$ cat src/rtl/magia_tile_pkg.sv
// Shared definitions for the iDMA event collector: pending and fault bit positions
// and the 6-bit event vector type.
package magia_tile_pkg;

  localparam int A2O_DONE = 0;
  localparam int A2O_IDLE = 1;
  localparam int A2O_ERR  = 2;
  localparam int O2A_DONE = 3;
  localparam int O2A_IDLE = 4;
  localparam int O2A_ERR  = 5;

  localparam int FLT_A2O_OVF = 0;
  localparam int FLT_A2O_UNF = 1;
  localparam int FLT_O2A_OVF = 2;
  localparam int FLT_O2A_UNF = 3;

  typedef logic [5:0] evt_vec_t;

endpackage

$ cat src/rtl/idma_ch_evt_tracker.sv
// Per-channel tracker: outstanding-transfer counter, saturating error counter,
// registered idle pulse, pending set strobes and sticky over/underflow faults.
module idma_ch_evt_tracker #(
  parameter int CNT_W     = 4,
  parameter int ERR_CNT_W = 8
) (
  input  logic                 clk_i,
  input  logic                 rst_i,
  input  logic                 clear_i,
  input  logic                 start_i,
  input  logic                 done_i,
  input  logic                 error_i,
  output logic [CNT_W-1:0]     outstanding_o,
  output logic [ERR_CNT_W-1:0] err_cnt_o,
  output logic                 idle_evt_o,
  output logic                 set_done_o,
  output logic                 set_idle_o,
  output logic                 set_err_o,
  output logic                 overflow_o,
  output logic                 underflow_o
);

  localparam logic [CNT_W-1:0]     CNT_MAX = '1;
  localparam logic [ERR_CNT_W-1:0] ERR_MAX = '1;
  localparam logic [CNT_W-1:0]     CNT_ONE = CNT_W'(1);

  logic [CNT_W-1:0]     cnt_d, cnt_q;
  logic [ERR_CNT_W-1:0] err_d, err_q;
  logic                 idle_d, idle_q;
  logic                 ovf_d, ovf_q;
  logic                 unf_d, unf_q;
  logic                 comp;
  logic                 to_idle;

  // Done and error together are a single completion.
  assign comp = done_i | error_i;

  always_comb begin
    cnt_d   = cnt_q;
    err_d   = err_q;
    ovf_d   = ovf_q;
    unf_d   = unf_q;
    to_idle = 1'b0;
    if (start_i && !comp) begin
      if (cnt_q == CNT_MAX) ovf_d = 1'b1;
      else                  cnt_d = cnt_q + 1'b1;
    end else if (comp && !start_i) begin
      if (cnt_q == '0) begin
        unf_d = 1'b1;
      end else begin
        cnt_d   = cnt_q - 1'b1;
        to_idle = (cnt_q == CNT_ONE);
      end
    end
    if (error_i && err_q != ERR_MAX) err_d = err_q + 1'b1;
    idle_d = to_idle;
    if (clear_i) begin
      cnt_d  = '0;
      err_d  = '0;
      ovf_d  = 1'b0;
      unf_d  = 1'b0;
      idle_d = 1'b0;
    end
  end

  always_ff @(posedge clk_i or posedge rst_i) begin
    if (rst_i) begin
      cnt_q  <= '0;
      err_q  <= '0;
      idle_q <= 1'b0;
      ovf_q  <= 1'b0;
      unf_q  <= 1'b0;
    end else begin
      cnt_q  <= cnt_d;
      err_q  <= err_d;
      idle_q <= idle_d;
      ovf_q  <= ovf_d;
      unf_q  <= unf_d;
    end
  end

  assign outstanding_o = cnt_q;
  assign err_cnt_o     = err_q;
  assign idle_evt_o    = idle_q;
  assign overflow_o    = ovf_q;
  assign underflow_o   = unf_q;
  // Strobes land in the pending register on the same edge as the idle pulse.
  assign set_done_o    = done_i;
  assign set_err_o     = error_i;
  assign set_idle_o    = to_idle;

endmodule

$ cat src/rtl/idma_evt_collector.sv
// Collects iDMA a2o/o2a start/done/error pulses into sticky pending events,
// a maskable level IRQ, per-channel idle pulses, counters and fault flags.
module idma_evt_collector
  import magia_tile_pkg::*;
#(
  parameter int CNT_W     = 4,
  parameter int ERR_CNT_W = 8
) (
  input  logic                 clk_i,
  input  logic                 rst_i,
  input  logic                 clear_i,
  input  logic                 a2o_start_i,
  input  logic                 a2o_done_i,
  input  logic                 a2o_error_i,
  input  logic                 o2a_start_i,
  input  logic                 o2a_done_i,
  input  logic                 o2a_error_i,
  input  logic [5:0]           irq_mask_i,
  input  logic [5:0]           ack_i,
  output logic [5:0]           pending_o,
  output logic                 irq_o,
  output logic [1:0]           idle_evt_o,
  output logic [CNT_W-1:0]     a2o_outstanding_o,
  output logic [CNT_W-1:0]     o2a_outstanding_o,
  output logic [ERR_CNT_W-1:0] a2o_err_cnt_o,
  output logic [ERR_CNT_W-1:0] o2a_err_cnt_o,
  output logic [3:0]           fault_o
);

  evt_vec_t pending_d, pending_q;
  evt_vec_t set_vec;
  logic     a2o_set_done, a2o_set_idle, a2o_set_err;
  logic     o2a_set_done, o2a_set_idle, o2a_set_err;
  logic     a2o_ovf, a2o_unf, o2a_ovf, o2a_unf;

  idma_ch_evt_tracker #(.CNT_W(CNT_W), .ERR_CNT_W(ERR_CNT_W)) u_a2o (
    .clk_i         (clk_i),
    .rst_i         (rst_i),
    .clear_i       (clear_i),
    .start_i       (a2o_start_i),
    .done_i        (a2o_done_i),
    .error_i       (a2o_error_i),
    .outstanding_o (a2o_outstanding_o),
    .err_cnt_o     (a2o_err_cnt_o),
    .idle_evt_o    (idle_evt_o[0]),
    .set_done_o    (a2o_set_done),
    .set_idle_o    (a2o_set_idle),
    .set_err_o     (a2o_set_err),
    .overflow_o    (a2o_ovf),
    .underflow_o   (a2o_unf)
  );

  idma_ch_evt_tracker #(.CNT_W(CNT_W), .ERR_CNT_W(ERR_CNT_W)) u_o2a (
    .clk_i         (clk_i),
    .rst_i         (rst_i),
    .clear_i       (clear_i),
    .start_i       (o2a_start_i),
    .done_i        (o2a_done_i),
    .error_i       (o2a_error_i),
    .outstanding_o (o2a_outstanding_o),
    .err_cnt_o     (o2a_err_cnt_o),
    .idle_evt_o    (idle_evt_o[1]),
    .set_done_o    (o2a_set_done),
    .set_idle_o    (o2a_set_idle),
    .set_err_o     (o2a_set_err),
    .overflow_o    (o2a_ovf),
    .underflow_o   (o2a_unf)
  );

  always_comb begin
    set_vec           = '0;
    set_vec[A2O_DONE] = a2o_set_done;
    set_vec[A2O_IDLE] = a2o_set_idle;
    set_vec[A2O_ERR]  = a2o_set_err;
    set_vec[O2A_DONE] = o2a_set_done;
    set_vec[O2A_IDLE] = o2a_set_idle;
    set_vec[O2A_ERR]  = o2a_set_err;
  end

  // A set and an ack on the same bit in one cycle leave the bit set.
  always_comb begin
    pending_d = (pending_q & ~ack_i) | set_vec;
    if (clear_i) pending_d = '0;
  end

  always_ff @(posedge clk_i or posedge rst_i) begin
    if (rst_i) pending_q <= '0;
    else       pending_q <= pending_d;
  end

  always_comb begin
    fault_o              = '0;
    fault_o[FLT_A2O_OVF] = a2o_ovf;
    fault_o[FLT_A2O_UNF] = a2o_unf;
    fault_o[FLT_O2A_OVF] = o2a_ovf;
    fault_o[FLT_O2A_UNF] = o2a_unf;
  end

  assign pending_o = pending_q;
  assign irq_o     = |(pending_q & irq_mask_i);

endmodule

$ cat config.mk
export PLATFORM = sky130hd
export DESIGN_NAME = idma_evt_collector
export DESIGN_NICKNAME = d
export VERILOG_FILES = /design/src/rtl/magia_tile_pkg.sv /design/src/rtl/idma_ch_evt_tracker.sv /design/src/rtl/idma_evt_collector.sv
export SDC_FILE = /design/constraint.sdc
export NUM_CORES = 1
export LEC_CHECK = 0
export BUFFER_PORTS_ARGS = -buffer_cell sky130_fd_sc_hd__buf_2
export CORE_MARGIN = 2
export CORE_UTILIZATION = 52
export DETAILED_ROUTE_END_ITERATION = 8
export PLACE_DENSITY = 0.81
export SLEW_MARGIN = 10
export SYNTH_ARGS = -nofsm -noshare
export SYNTH_HDL_FRONTEND = slang
export SYNTH_SLANG_ARGS = --single-unit
$ cat constraint.sdc
create_clock -name clk_i -period 1.81 [get_ports clk_i]
set_input_delay 0.0905 -clock clk_i [delete_from_list [all_inputs] [get_ports clk_i]]
set_output_delay 0.0905 -clock clk_i [all_outputs]
set_load 0.02 [all_outputs]
==> metrics.md <==
| Metric | Value |
|---|---|
| Sequential fraction of the synthesis area | 44.7% |
| Syn Std Cell Area | 2020 µm² |
| Placed Cells incl. Taps | 304 |
| Number of synthesized flops with an enable pin | 0 |
| Hold Startpoint | ack_i[1] |
| H-tree Lvls | 2 |
| Synth warn | 0 |
| Reg clk slew, reported paths | 0.07 ns |
| Commonest non-fill, non-tap cells in the layout | buf_2, dfrtp_1, nor2_1 |
| Footprint of the multi-input gates | 1000 µm² |
| Post-synth top area cell | dfrtp_1 |
| Power Dens Cells | 897 nW/µm² |
| Nets | 295 |
| CP arrival | 1.90 ns |
| Synth top area cells | dfrtp_1, ha_1, nor2_1, a21oi_1, nand2_1 |
| Clk root buf | clkbuf_8 |
| DP Worst Slack | 0.0131 ns |
| Aggregate global-route resource usage | 21.7% |
| Fill cell total of the finished layout | 321 |
| Ys async rst share | 100% |
| Worst hold path cell count | 3 |
| Max VDD drop | 0.470 mV |
| Flops & latches, synth | 36 |
| Vias in the first global route | 1552 |
| Final ANT Viol Nets | 0 |
| Top cell type's share of synthesized area | 44.7% |
| CTS max path bufs | 2 |
| Worst Max-Slew Pin Slew | 0.454 ns |
| Largest net degree at the start of global routing | 37 |
| FF-to-FF setup slack | 0.09 ns |
| Reg2reg end | u_o2a.outstanding_o[3] |
| Layout cells sized above 1 | 29.8% |
| Top FF cell, synth | dfrtp_1 |
| Layout area overhead | 20.3% |
| Gr ovfl total | 0 |
| DRT Pass-1 Iters | 4 |
| Port Buffers | 57 |
| Net Count, Synth | 238 |
| Critical R2R Launch | u_o2a.outstanding_o[1] |
| Sequential cell area | 903 µm² |
| Slew margin rel. | 69.8% |
| Fin Setup TNS | 0 ns |
| Period utilization | 95.0% |
| Hold Slack | 0.0492 ns |
| Final Hold Violating Endpoints | 0 |
| DR vias/cell | 5.50 |
| Endpoint, Worst Hold | pending_o[1] |
| Layout Cells excl Fill | 313 |
| Gpl congestion | 0.836 |
| Via count | 1720 |
| Setup-failing EPs final | 0 |
| Final setup margin | 0.0911 ns |
| Core box area | 3690 µm² |
| Global-route wire length before repair | 7.15 mm |
| Syn Inst Count | 207 |
| # IOs | 58 |
| Netlist cell types | 41 |
| Worst-Skew Late Latency | 0.29 ns |
| CP required | 1.99 ns |
| Crit end category | flip-flop |
| R2R cell count | 6 |
| Site Rows | 22 |
| Antenna cells | 0 |
| CP max FO | 6 |
| Initial antenna violation count | 0 |
| CTS tree | yes |
| DR WL/cell | 13.8 µm |
| Avg Cell Area, Syn | 9.74 µm² |
| Num CTS Buffers | 5 |
| LEAKAGE | 0.00124 µW |
| Die Area | 4390 µm² |
| Die width | 66.3 µm |
| F_max | 0.582 GHz |
| Max_cap viols | 0 |
| CTS sink count | 36 |
| CP Launch Type | flip-flop |
| Total wire length | 4.31 mm |
| Clk_skew | 0.0107 ns |
| Initial Utilization | 54.7% |
| Most common cell after layout, fill and taps aside | buf_2 |
| Slew Limit Fails | 0 |
| Post-route DRC | 0 |
| Crit Path Category | reg -> reg |
| Final HPWL DP | 3.16 mm |
| HP Class | in -> reg |
| Crit path time final | 1.72 ns |
| Run status | finished clean |
| Initial DRC Count | 70 |
| Die Y | 66.3 µm |
## cell type report
cell class                 instances  area share, %
tap                               48           2.48
clock inverter                     1          0.309
clock buffer                       7           3.56
timing repair buffer              61           13.1
multi-input combinational        147           41.3
sequential                        36           37.2
inverter                          13           2.01
## worst max path at each step
stage	start	depth (start not counted)	to	slack [ns]
6_report	u_o2a.outstanding_o[1]	6	u_o2a.outstanding_o[3]	0.09
5_1_grt	u_o2a.outstanding_o[0]	6	u_o2a.outstanding_o[3]	-0.04
4_1_cts	u_o2a.outstanding_o[0]	6	u_o2a.outstanding_o[3]	0.02
3_5_place_dp	u_o2a.outstanding_o[0]	6	u_o2a.outstanding_o[3]	0.01
3_3_place_gp	u_o2a.outstanding_o[0]	6	u_o2a.outstanding_o[3]	0.11
2_1_floorplan	u_o2a.outstanding_o[0]	6	u_o2a.outstanding_o[3]	0.03
## repair_timing
item | CTS | global route
buffers inserted | 0 | 0
hold buffers | 1 | 0
gates resized for setup | 0 | 6
endpoints found under the setup margin | 0 | 5
endpoints found under the hold margin | 36 | 0
## cell families after synthesis
group	Yosys count	share of synthesized area, %
AO/OA/AOI/OAI	49	16.9
XOR/XNOR	7	3.04
adder cells (fa/ha/maj)	10	6.20
buffers and inverters	24	6.33
flip-flops	36	44.7
multiplexers	6	3.10
AND/OR/NAND/NOR	75	19.8
## critical path, stage by stage (launching register included)
cell,delay (ns)
dfrtp_1,0.43
inv_1,0.10
ha_1,0.22
nor3b_2,0.18
a2bb2oi_2,0.20
a21oi_2,0.14
mux2_2,0.34
## synthesized netlist by cell type, types with 3 or more instances
master    instances
a211oi_1          3
a21oi_1          17
a22oi_1           3
a31oi_1           3
buf_4             6
clkbuf_1          3
dfrtp_1          36
ha_1             10
inv_1            13
mux2i_1           4
nand2_1          14
nand3_1           8
nand4_1           5
nor2_1           25
nor3_1            3
o211a_1           3
o21ai_0           6
o21bai_1          3
or4_1             3
xnor2_1           5
## power by group
part / leakage [µW] / internal [µW] / switching [µW]
combinational: 0.000711 / 271 / 343
sequential: 0.000486 / 874 / 96.8
clock: 0.0000445 / 309 / 284
total: 0.00124 / 1450 / 723
## state kept, by name (all words and copies together) (netlist names)
| signal | flops |
|---|---|
| u_a2o.err_cnt_o | 8 |
| u_o2a.err_cnt_o | 8 |
| pending_o | 6 |
| u_a2o.outstanding_o | 4 |
| u_o2a.outstanding_o | 4 |
| u_a2o.idle_evt_o | 1 |
| u_a2o.overflow_o | 1 |
| u_a2o.underflow_o | 1 |
| u_o2a.idle_evt_o | 1 |
| u_o2a.overflow_o | 1 |
| u_o2a.underflow_o | 1 |
## through the flow
stage | utilization [%] | cell area [µm²] | power [µW]
after global placement | 62.5 | 2310 | 1560
after detailed placement | 62.5 | 2310 | 1580
after floorplan | - | 2020 | 1410
final | 65.8 | 2430 | 2180
after global routing | 65.8 | 2430 | 2320
after CTS | 65.3 | 2410 | 2180
## layer usage
| metal | GRT usage, % | part of all wire (%) |
|---|---|---|
| met1 | 29.0 | 45 |
| met2 | 34.4 | 47 |
| met3 | 5.79 | 6.2 |
| met4 | 6.89 | 1.3 |
| met5 | 0 | 0 |
No activity file was read; power rests on OpenSTA's default activity.
